### src/rtl/fixed32_to_bcd.sv
// Sign-magnitude Q1.30 to sign + BCD integer digit + DIGITS BCD fraction digits; optional rounding via FIXED32_TO_BCD_ROUND_EN.
// Latency: out_valid rises DIGITS+1 edges after acceptance (DIGITS+3 with rounding); one x10 step per clock.
// Backpressure: result held in DONE until out_ready; in_ready only in IDLE, so the producer must hold in_valid.
module fixed32_to_bcd #(
    parameter int DIGITS = 6
) (
    input  logic                  clk,
    input  logic                  reset,
    input  logic                  in_valid,
    output logic                  in_ready,
    input  logic [31:0]           in_data,
    output logic                  out_valid,
    input  logic                  out_ready,
    output logic                  out_sign,
    output logic [3:0]            out_int,
    output logic [4*DIGITS-1:0]   out_frac
);

    localparam int FW = 4 * DIGITS;

`ifdef FIXED32_TO_BCD_ROUND_EN
    // One extra step produces the guard digit used by ROUND.
    localparam int LAST = DIGITS;
    typedef enum logic [1:0] {S_IDLE, S_CONV, S_ROUND, S_DONE} state_t;
`else
    localparam int LAST = DIGITS - 1;
    typedef enum logic [1:0] {S_IDLE, S_CONV, S_DONE} state_t;
`endif

    state_t          state_q, state_d;
    logic [29:0]     frac_q, frac_d;
    logic [3:0]      cnt_q, cnt_d;
    logic [3:0]      int_q, int_d;
    logic [FW-1:0]   bcd_q, bcd_d;
    logic            sign_q, sign_d;
    logic            valid_q, valid_d;
    logic [33:0]     p;

    assign p = ({4'b0, frac_q} << 3) + ({4'b0, frac_q} << 1);

`ifdef FIXED32_TO_BCD_ROUND_EN
    logic [3:0]      guard_q, guard_d;
    logic [FW-1:0]   rnd_frac;
    logic [3:0]      rnd_int;
    logic            carry;

    // Decimal increment of the fraction with carry rippling into the integer digit.
    always_comb begin
        rnd_frac = bcd_q;
        carry    = 1'b1;
        for (int i = 0; i < DIGITS; i++) begin
            if (carry) begin
                if (bcd_q[4*i +: 4] == 4'd9) begin
                    rnd_frac[4*i +: 4] = 4'd0;
                end else begin
                    rnd_frac[4*i +: 4] = bcd_q[4*i +: 4] + 4'd1;
                    carry              = 1'b0;
                end
            end
        end
        rnd_int = int_q + {3'b0, carry};
    end
`endif

    always_comb begin
        state_d = state_q;
        frac_d  = frac_q;
        cnt_d   = cnt_q;
        int_d   = int_q;
        bcd_d   = bcd_q;
        sign_d  = sign_q;
        valid_d = valid_q;
`ifdef FIXED32_TO_BCD_ROUND_EN
        guard_d = guard_q;
`endif
        case (state_q)
            S_IDLE: begin
                if (in_valid) begin
                    frac_d  = in_data[29:0];
                    int_d   = {3'b0, in_data[30]};
                    sign_d  = in_data[31] & (in_data[30:0] != 31'd0);
                    cnt_d   = 4'd0;
                    bcd_d   = '0;
                    state_d = S_CONV;
                end
            end
            S_CONV: begin
                frac_d = p[29:0];
                cnt_d  = cnt_q + 4'd1;
`ifdef FIXED32_TO_BCD_ROUND_EN
                if (cnt_q == 4'(LAST)) begin
                    guard_d = p[33:30];
                    state_d = S_ROUND;
                end else begin
                    bcd_d      = bcd_q << 4;
                    bcd_d[3:0] = p[33:30];
                end
`else
                bcd_d      = bcd_q << 4;
                bcd_d[3:0] = p[33:30];
                if (cnt_q == 4'(LAST)) begin
                    state_d = S_DONE;
                end
`endif
            end
`ifdef FIXED32_TO_BCD_ROUND_EN
            S_ROUND: begin
                if (guard_q >= 4'd5) begin
                    bcd_d = rnd_frac;
                    int_d = rnd_int;
                end
                state_d = S_DONE;
            end
`endif
            S_DONE: begin
                // valid is registered, so it rises one edge after DONE is entered.
                if (valid_q && out_ready) begin
                    valid_d = 1'b0;
                    state_d = S_IDLE;
                end else begin
                    valid_d = 1'b1;
                end
            end
            default: state_d = S_IDLE;
        endcase
    end

    always_ff @(posedge clk) begin
        if (reset) begin
            state_q <= S_IDLE;
            frac_q  <= '0;
            cnt_q   <= '0;
            int_q   <= '0;
            bcd_q   <= '0;
            sign_q  <= 1'b0;
            valid_q <= 1'b0;
`ifdef FIXED32_TO_BCD_ROUND_EN
            guard_q <= '0;
`endif
        end else begin
            state_q <= state_d;
            frac_q  <= frac_d;
            cnt_q   <= cnt_d;
            int_q   <= int_d;
            bcd_q   <= bcd_d;
            sign_q  <= sign_d;
            valid_q <= valid_d;
`ifdef FIXED32_TO_BCD_ROUND_EN
            guard_q <= guard_d;
`endif
        end
    end

    assign in_ready  = (state_q == S_IDLE) && !reset;
    assign out_valid = valid_q;
    assign out_sign  = sign_q;
    assign out_int   = int_q;
    assign out_frac  = bcd_q;

endmodule
### config.mk
export PLATFORM = sky130hd
export DESIGN_NAME = fixed32_to_bcd
export DESIGN_NICKNAME = d
export VERILOG_FILES = /design/src/rtl/fixed32_to_bcd.sv
export SDC_FILE = /design/constraint.sdc
export NUM_CORES = 1
export LEC_CHECK = 0
export ABC_CLOCK_PERIOD_IN_PS = 2100
export CORE_MARGIN = 5
export CORE_UTILIZATION = 35
export DETAILED_ROUTE_END_ITERATION = 8
export PLACE_DENSITY_LB_ADDON = 0.15
export SYNTH_ARGS = -nofsm -noshare
export SYNTH_HDL_FRONTEND = slang
export SYNTH_SLANG_ARGS = --single-unit
### constraint.sdc
create_clock -name clk -period 2.1 [get_ports clk]
set_input_delay 0.42 -clock clk [delete_from_list [all_inputs] [get_ports clk]]
set_output_delay 0.42 -clock clk [all_outputs]
set_load 0.1 [all_outputs]
Yosys cells after proc, flatten, opt, wreduce, memory -nomap -nowiden. Cells that the tools add are included.

Divide/modulo/power cells: 0. Multiplexer cells: 11. $mul: 0. Bitwise gates (word level): 1. $lt $le $gt $ge: 0. Add/subtract/negate cells: 2. Shift operators: 0. Reduce and logical (&&, ||, !) cells: 9. Eq/ne operators: 6.

Operators by type and width (count): $pmux W30 S2 (1); $pmux W24 S2 (1); $add A33 B31 Y34 (1); $reduce_bool A31 Y1 (1); $mux W30 (1); $mux W24 (1); $pmux W4 S2 (1); $mux W2 (3); $ne A2 B2 Y1 const B (3); $pmux W2 S3 (1); $add A4 B1 Y4 const B (1); $eq A4 B3 Y1 const B (1); $mux W4 (1); $reduce_and A2 Y1 (2); $reduce_and A3 Y1 (1); $eq A2 B1 Y1 const B (1); $eq A2 B2 Y1 const B (1); $logic_and A1 B1 Y1 (2); $logic_not A2 Y1 (1); $reduce_bool A2 Y1 (1); $and A1 B1 Y1 (1); $logic_not A1 Y1 (1); $mux W1 (1).

Bits in latches: 0. Output and inout bits: 31. Logic and storage cells: 36. ROM bits: 0. Register bits: 63. Input bits: 36. Memories kept: 0. Bits in writable memories: 0.

Depth between registers and ports, before layout. Gate-level depths: netlist of run 1.

Depth in word-level cells: 3. Mapped depth: 9.

Worst setup path after synthesis of run 1. No wires, ideal clock.

Kind: input port to output port. From: in reset. To: out in_ready. Stages: 3. Setup slack: -1.160 ns. Required time: 1.680 ns. Arrival time: 2.840 ns. Cells stage by stage: clkbuf_1 -> clkbuf_1 -> nor3_1.

Longest elaborated chain between the ends: 2.

Ends and longest elaborated chain: start, declared (RTL line 8) `input logic reset,`; $logic_not A1 Y1 (RTL line 154) `assign in_ready = (state_q == S_IDLE) && !reset;`; $logic_and A1 B1 Y1 (RTL line 154); end, declared (RTL line 10) `output logic in_ready,`.

Every way passes these cells.

Final worst setup path of run 1.
From: reg frac_q[2]. To: reg frac_q[23].

Longest elaborated chain between the ends: 2.

Ends and longest elaborated chain: start, declared (RTL line 31) `logic [29:0] frac_q, frac_d;`; start signal, assigned (RTL line 142) `frac_q <= frac_d;`; $add A33 B31 Y34 (RTL line 39) `assign p = ({4'b0, frac_q} << 3) + ({4'b0, frac_q} << 1);`; $pmux W30 S2 (RTL line 76) `case (state_q)`.

Every way passes these cells. A chain may end at the register's enable or synchronous reset.

==> impl_metrics.tcl, run 1 <==
set metrics [dict create \
    drc 0 \
    synth-compound-area-share_pct 25.4 \
    maxSlewViolCount 0 \
    vias 4681 \
    ir_drop_v 0.000301 \
    fin_cells 838 \
    swShare_pct 32.7 \
    cp-end-kind "flop" \
    post-place-ws_ns -0.323 \
    drt-vias-per-instance 5.59 \
    cts_buffers 9 \
    dieWidth_um 120 \
    total_power_mw 4.42 \
    synth-adder-area-share_pct 9.32 \
    pwr-share-clk_pct 36.6 \
    dr.pass1.iters 5 \
    status "finished with violations" \
    start_util_pct 35.5 \
    drt_iter0_drc 336 \
    violations "setup timing" \
    avgSynthCellArea_um2 7.70 \
    cts_tree "done" \
    synth_area_um2 4240 \
    setup_tns_ns -1.32 \
    die_area_um2 14400 \
    fmax_mhz 449 \
    yosysTopAreaCellShare_pct 29.7 \
    ant_nets 0 \
    dpl_cell_area_um2 5520 \
    syn_to_final_growth_pct 49.6 \
    fin_nets 753 \
    clk_pin_slew_ns 0.06 \
    cp_slowest_cell "dfxtp_2" \
    grt_use_total_pct 19.9 \
    async_flop_share_pct 0 \
    synth_edf_count 0 \
    yosysWarningCount 0 \
    dp_hpwl_um 10500 \
    fin_worst_skew_ns 0.00697 \
    finalHoldViolations 0 \
    worst_slack_ns -0.130 \
    ys.flop_type "dfxtp_1" \
    yosysTopAreaCell "dfxtp_1" \
    rows 40 \
    gp_congestion 0.902 \
    grt_max_degree 30 \
    final_core_util_pct 53.1 \
    timing.hold.ws_ns 0.371 \
    finalCritPeriodShare_pct 106 \
    seq_area_frac_synth_pct 29.7 \
    cp.required_ns 2.38 \
    cts_htree_levels 3 \
    cts-root-buf "clkbuf_16" \
    drive_above_1_share_pct 30.1 \
    rsz0062_at_grt "true" \
    fin_crit_ns 2.23 \
    pwr-share-seq_pct 30.9 \
    clock_sinks 63 \
    dp_cells 804 \
    core-area_um2 12000 \
    final_cell_mix "buf_4, nand2_1, a21oi_1, dfxtp_1, nor2_1" \
    worstSetupPathType "flop to flop" \
    die_h_um 120 \
    synth_cells 551 \
    maxCapViolations 0 \
    synth_area_leaders "dfxtp_1, ha_1, nand2_1, a21oi_1, nand3_1" \
    grt_pass1_wl_um 23300 \
    cpPeakStageDelay_ns 0.34 \
    ys_ff_latch 63 \
    final_area_um2 6350 \
    p_switching_mw 1.45 \
    leakagePower_nw 2.59 \
    synth_simple_gate_area_share_pct 23.9 \
    p_comb_share_pct 32.5 \
    synth_top_family_by_area "compound AO/OA/AOI/OAI gates" \
    holdBufCountCts 0 \
    grt_overflow 0 \
    critical_path_arrival_ns 2.51 \
    internal_power_mw 2.98 \
    p_per_area_nw_per_um2 697 \
    hp-class "input pin to flop" \
    routed_wl_um 14500 \
    post_drt_wl_per_cell_um 17.3 \
    synth_cell_type_count 59 \
    start_kind "flop" \
    synthMuxAreaShare_pct 3.10 \
    synth_xor_area_share_pct 4.13 \
    setup_viol 20 \
    critical_path.max_fanout 6 \
    grt_pass1_vias 4635 \
    clk_path_buf_depth 2 \
    ioPinCount 67 \
    antenna_found_initial 0 \
    diodes 0 \
    final_common_cell "buf_4" \
    io_buffers 63 \
    path_common_cell "a21oi_2" \
    crit_chain "ha_4, fa_2, a21oi_2, o21ai_1, a21oi_2, o211ai_4, buf_4, nand3_2, mux2_4, a21oi_2" \
    worstSkewPairLatency_ns 0.34 \
]
-- final timing paths --
| check | start | endpoint | slack, ns | depth (start not counted) |
|---|---|---|---|---|
| hold reg to reg | out_int[0] | out_int[0] | 0.46 | 2 |
| hold / removal | reset | cnt_q[1] | 0.37 | 2 |
| setup / recovery | frac_q[2] | frac_q[23] | -0.13 | 10 |
| setup reg to reg | frac_q[2] | frac_q[23] | -0.13 | 10 |
-- cells in the mapped netlist, drive strengths merged (9+ instances only) --
cell type,instances
xor2,9
a311oi,9
ha,30
nor2,44
nor3,10
nand4,12
a21o,11
dfxtp,63
o21ai,13
mux2i,12
nand2,86
clkbuf,29
nand3,37
xnor2,11
a21oi,66
-- flip-flops by register name, indices dropped and copies added (netlist names) --
signal     flops
frac_q        30
out_frac      24
cnt_q          4
state_q        2
out_int        1
out_sign       1
out_valid      1
-- power by group through the flow --
| stage | combinational, mW | clock (mW) | sequential (mW) |
|---|---|---|---|
| 2_1_floorplan | 0.710 | 0 | 1.40 |
| 3_3_place_gp | 1.25 | 0 | 1.37 |
| 6_report | 1.44 | 1.62 | 1.37 |
| 3_5_place_dp | 1.26 | 0 | 1.38 |
| 4_1_cts | 1.37 | 1.65 | 1.37 |
| 5_1_grt | 1.55 | 1.71 | 1.38 |
-- cells by family after synthesis --
| kind of cell | after synthesis |
|---|---|
| other cells | 1 |
| simple gates | 222 |
| fa+ha+maj | 31 |
| xor+xnor | 20 |
| buf+inv | 45 |
| compound gates | 156 |
| flops | 63 |
| mux | 13 |
-- layer usage --
layer | track usage [%] | up-vias | share of wire (%)
li1 | - | 2300 | -
met1 | 25.4 | 2234 | 45
met2 | 32.7 | 117 | 48
met3 | 3.96 | 30 | 4.4
met4 | 8.16 | 0 | 2.5
met5 | 0 | - | 0
-- final cells by class --
type                       count  area (um^2)
fill                        1124         5610
multi-input combinational    445         3180
timing repair buffer         159         1350
sequential                    63         1280
clock buffer                   9          225
tap                          147          184
clock inverter                 7         97.6
inverter                       8         30.0
-- critical path, delay by kind of cell, from the launching register on --
family                   cells  cell delay [ns]
AO/OA/AOI/OAI                5             0.77
adder cells (fa/ha/maj)      2             0.50
flip-flops                   1             0.34
multiplexers                 1             0.30
buffers and inverters        1             0.19
AND/OR/NAND/NOR              1             0.07
-- what timing repair did --
action / 4_1_cts / 5_1_grt
setup buffers: 12 / 6
gates resized for setup: 43 / 26
setup endpoints to repair: 19 / 24
pin swaps: 40 / 32
Power figures use the tool's default switching activity.
==> inputs of run 2 (changes only) <==
CTS_CLUSTER_SIZE = 25   (was not set)
DONT_BUFFER_PORTS = 1   (was not set)
==> impl_metrics.tcl, run 2 (same netlist as run 1, synthesis figures left out) <==
set metrics [dict create \
    setup_tns_ns -2.22 \
    finalCritPeriodShare_pct 110 \
    fmax_mhz 433 \
    die_area_um2 14400 \
    cts_htree_levels 3 \
    antenna_found_initial 0 \
    cts-root-buf "clkbuf_16" \
    maxSlewViolCount 0 \
    hp-class "input pin to flop" \
    rows 40 \
    gp_congestion 0.916 \
    violations "setup timing" \
    dieWidth_um 120 \
    syn_to_final_growth_pct 38.2 \
    setup_viol 18 \
    clk_pin_slew_ns 0.06 \
    io_buffers 0 \
    largest_reg_flops 30 \
    final_cell_mix "buf_4, nand2_1, a21oi_1, dfxtp_1, nor2_1" \
    dp_hpwl_um 10000 \
    max-slew-margin-rel_pct 60.2 \
    hold_path_depth 1 \
    fin_nets 701 \
    seq_area_um2 1290 \
    leakagePower_nw 2.35 \
    reg2reg_slack_ns -0.21 \
    critical_path_arrival_ns 2.51 \
    dr.pass1.iters 4 \
    top_register "frac_q" \
    cts_buffers 9 \
    final_core_util_pct 49.0 \
    p_switching_mw 1.35 \
    worstMarginPinSlew_ns 0.597 \
    cp-end-kind "flop" \
    finalHoldViolations 0 \
    rr_worst_depth 10 \
    p_comb_share_pct 30.4 \
    drive_above_1_share_pct 30.2 \
    start_util_pct 35.5 \
    cts_tree "done" \
    worst_slack_ns -0.211 \
    dr_wl_met2_um 6780 \
    clk_path_buf_depth 2 \
    ioPinCount 67 \
    rsz0062_at_grt "true" \
    post_drt_wl_per_cell_um 17.6 \
    clock_sinks 63 \
    drc 0 \
    wl_met1_um 6220 \
    swShare_pct 31.9 \
    pwr-share-seq_pct 32.2 \
    timing.hold.ws_ns 0.150 \
    start_kind "flop" \
    nFillCells 1146 \
    die_h_um 120 \
    grt_pass1_vias 4210 \
    worstSetupPathType "flop to flop" \
    vias 4381 \
    wl_met3_um 695 \
    cp.required_ns 2.30 \
    internal_power_mw 2.88 \
    post-place-ws_ns -0.287 \
    final_area_um2 5860 \
    worstSkewPairLatency_ns 0.34 \
    ant_nets 0 \
    final_common_cell "buf_4" \
    p_per_area_nw_per_um2 722 \
    grt_pass1_wl_um 22200 \
    maxCapViolations 0 \
    dpl_cell_area_um2 5020 \
    diodes 0 \
    grt_overflow 0 \
    fin_crit_ns 2.31 \
    grt_use_total_pct 19.2 \
    multi_input_area_um2 3220 \
    holdBufCountCts 0 \
    drt_iter0_drc 250 \
    drt-vias-per-instance 5.57 \
    ir_drop_v 0.000464 \
    fin_worst_skew_ns 0.00604 \
    status "finished with violations" \
    topRoutingLayerUsed "met4" \
    pwr-share-clk_pct 37.4 \
    routed_wl_um 13900 \
    critical_path.max_fanout 4 \
    grt_max_degree 59 \
    core-area_um2 12000 \
]
run 2: worst paths after layout:
kind / start / end
worst max-delay path: frac_q[3] / frac_q[20]
worst min-delay path: reset / out_frac[12]
worst max register to register: frac_q[3] / frac_q[20]
worst min register to register: out_frac[3] / out_frac[3]
run 2: area by class of cell:
cell class	count	area share, %
Clock buffer	12	4.03
Clock inverter	4	1.19
Inverter	8	0.512
Multi-Input combinational cell	445	54.9
Sequential cell	63	21.9
Tap cell	147	3.14
Timing Repair Buffer	107	14.3
run 2: worst max-delay path: stages (launching register included):
cell	delay [ns]
dfxtp_4	0.35
buf_6	0.12
ha_4	0.25
a21o_1	0.16
nand3_4	0.10
a211o_1	0.36
a41oi_4	0.34
buf_4	0.17
buf_6	0.09
xnor2_2	0.12
o22ai_1	0.10
run 2: stage by stage:
stage / std cells / power, mW
floorplan: 553 / 2.11
global route: 786 / 4.45
finish: 786 / 4.23
detailed placement: 754 / 2.50
CTS: 775 / 4.20
global placement: 754 / 2.49
run 2: timing repair:
item | in CTS | in global routing
setup buffers | 5 | 11
endpoints found under the setup margin | 19 | 23
resized for setup | 38 | 36
pin swaps | 31 | 28
run 2: metal layers:
layer,GRT usage [%],up-vias
met3,5.28,15
met5,0,-
met1,24.6,2074
li1,-,2180
met2,31.8,112
met4,4.65,0
run 2: power groups by stage:
stage | registers, mW | clock network [mW] | logic [mW]
floorplan | 1.40 | 0 | 0.710
global placement | 1.37 | 0 | 1.13
detailed placement | 1.37 | 0 | 1.13
CTS | 1.36 | 1.63 | 1.21
global route | 1.37 | 1.68 | 1.40
finish | 1.37 | 1.58 | 1.29
==> inputs of run 3 (changes only) <==
SLEW_MARGIN = 5   (was not set)
==> results of run 3 <==
No change in the layout: final DEF, timing and power equal those of run 2.
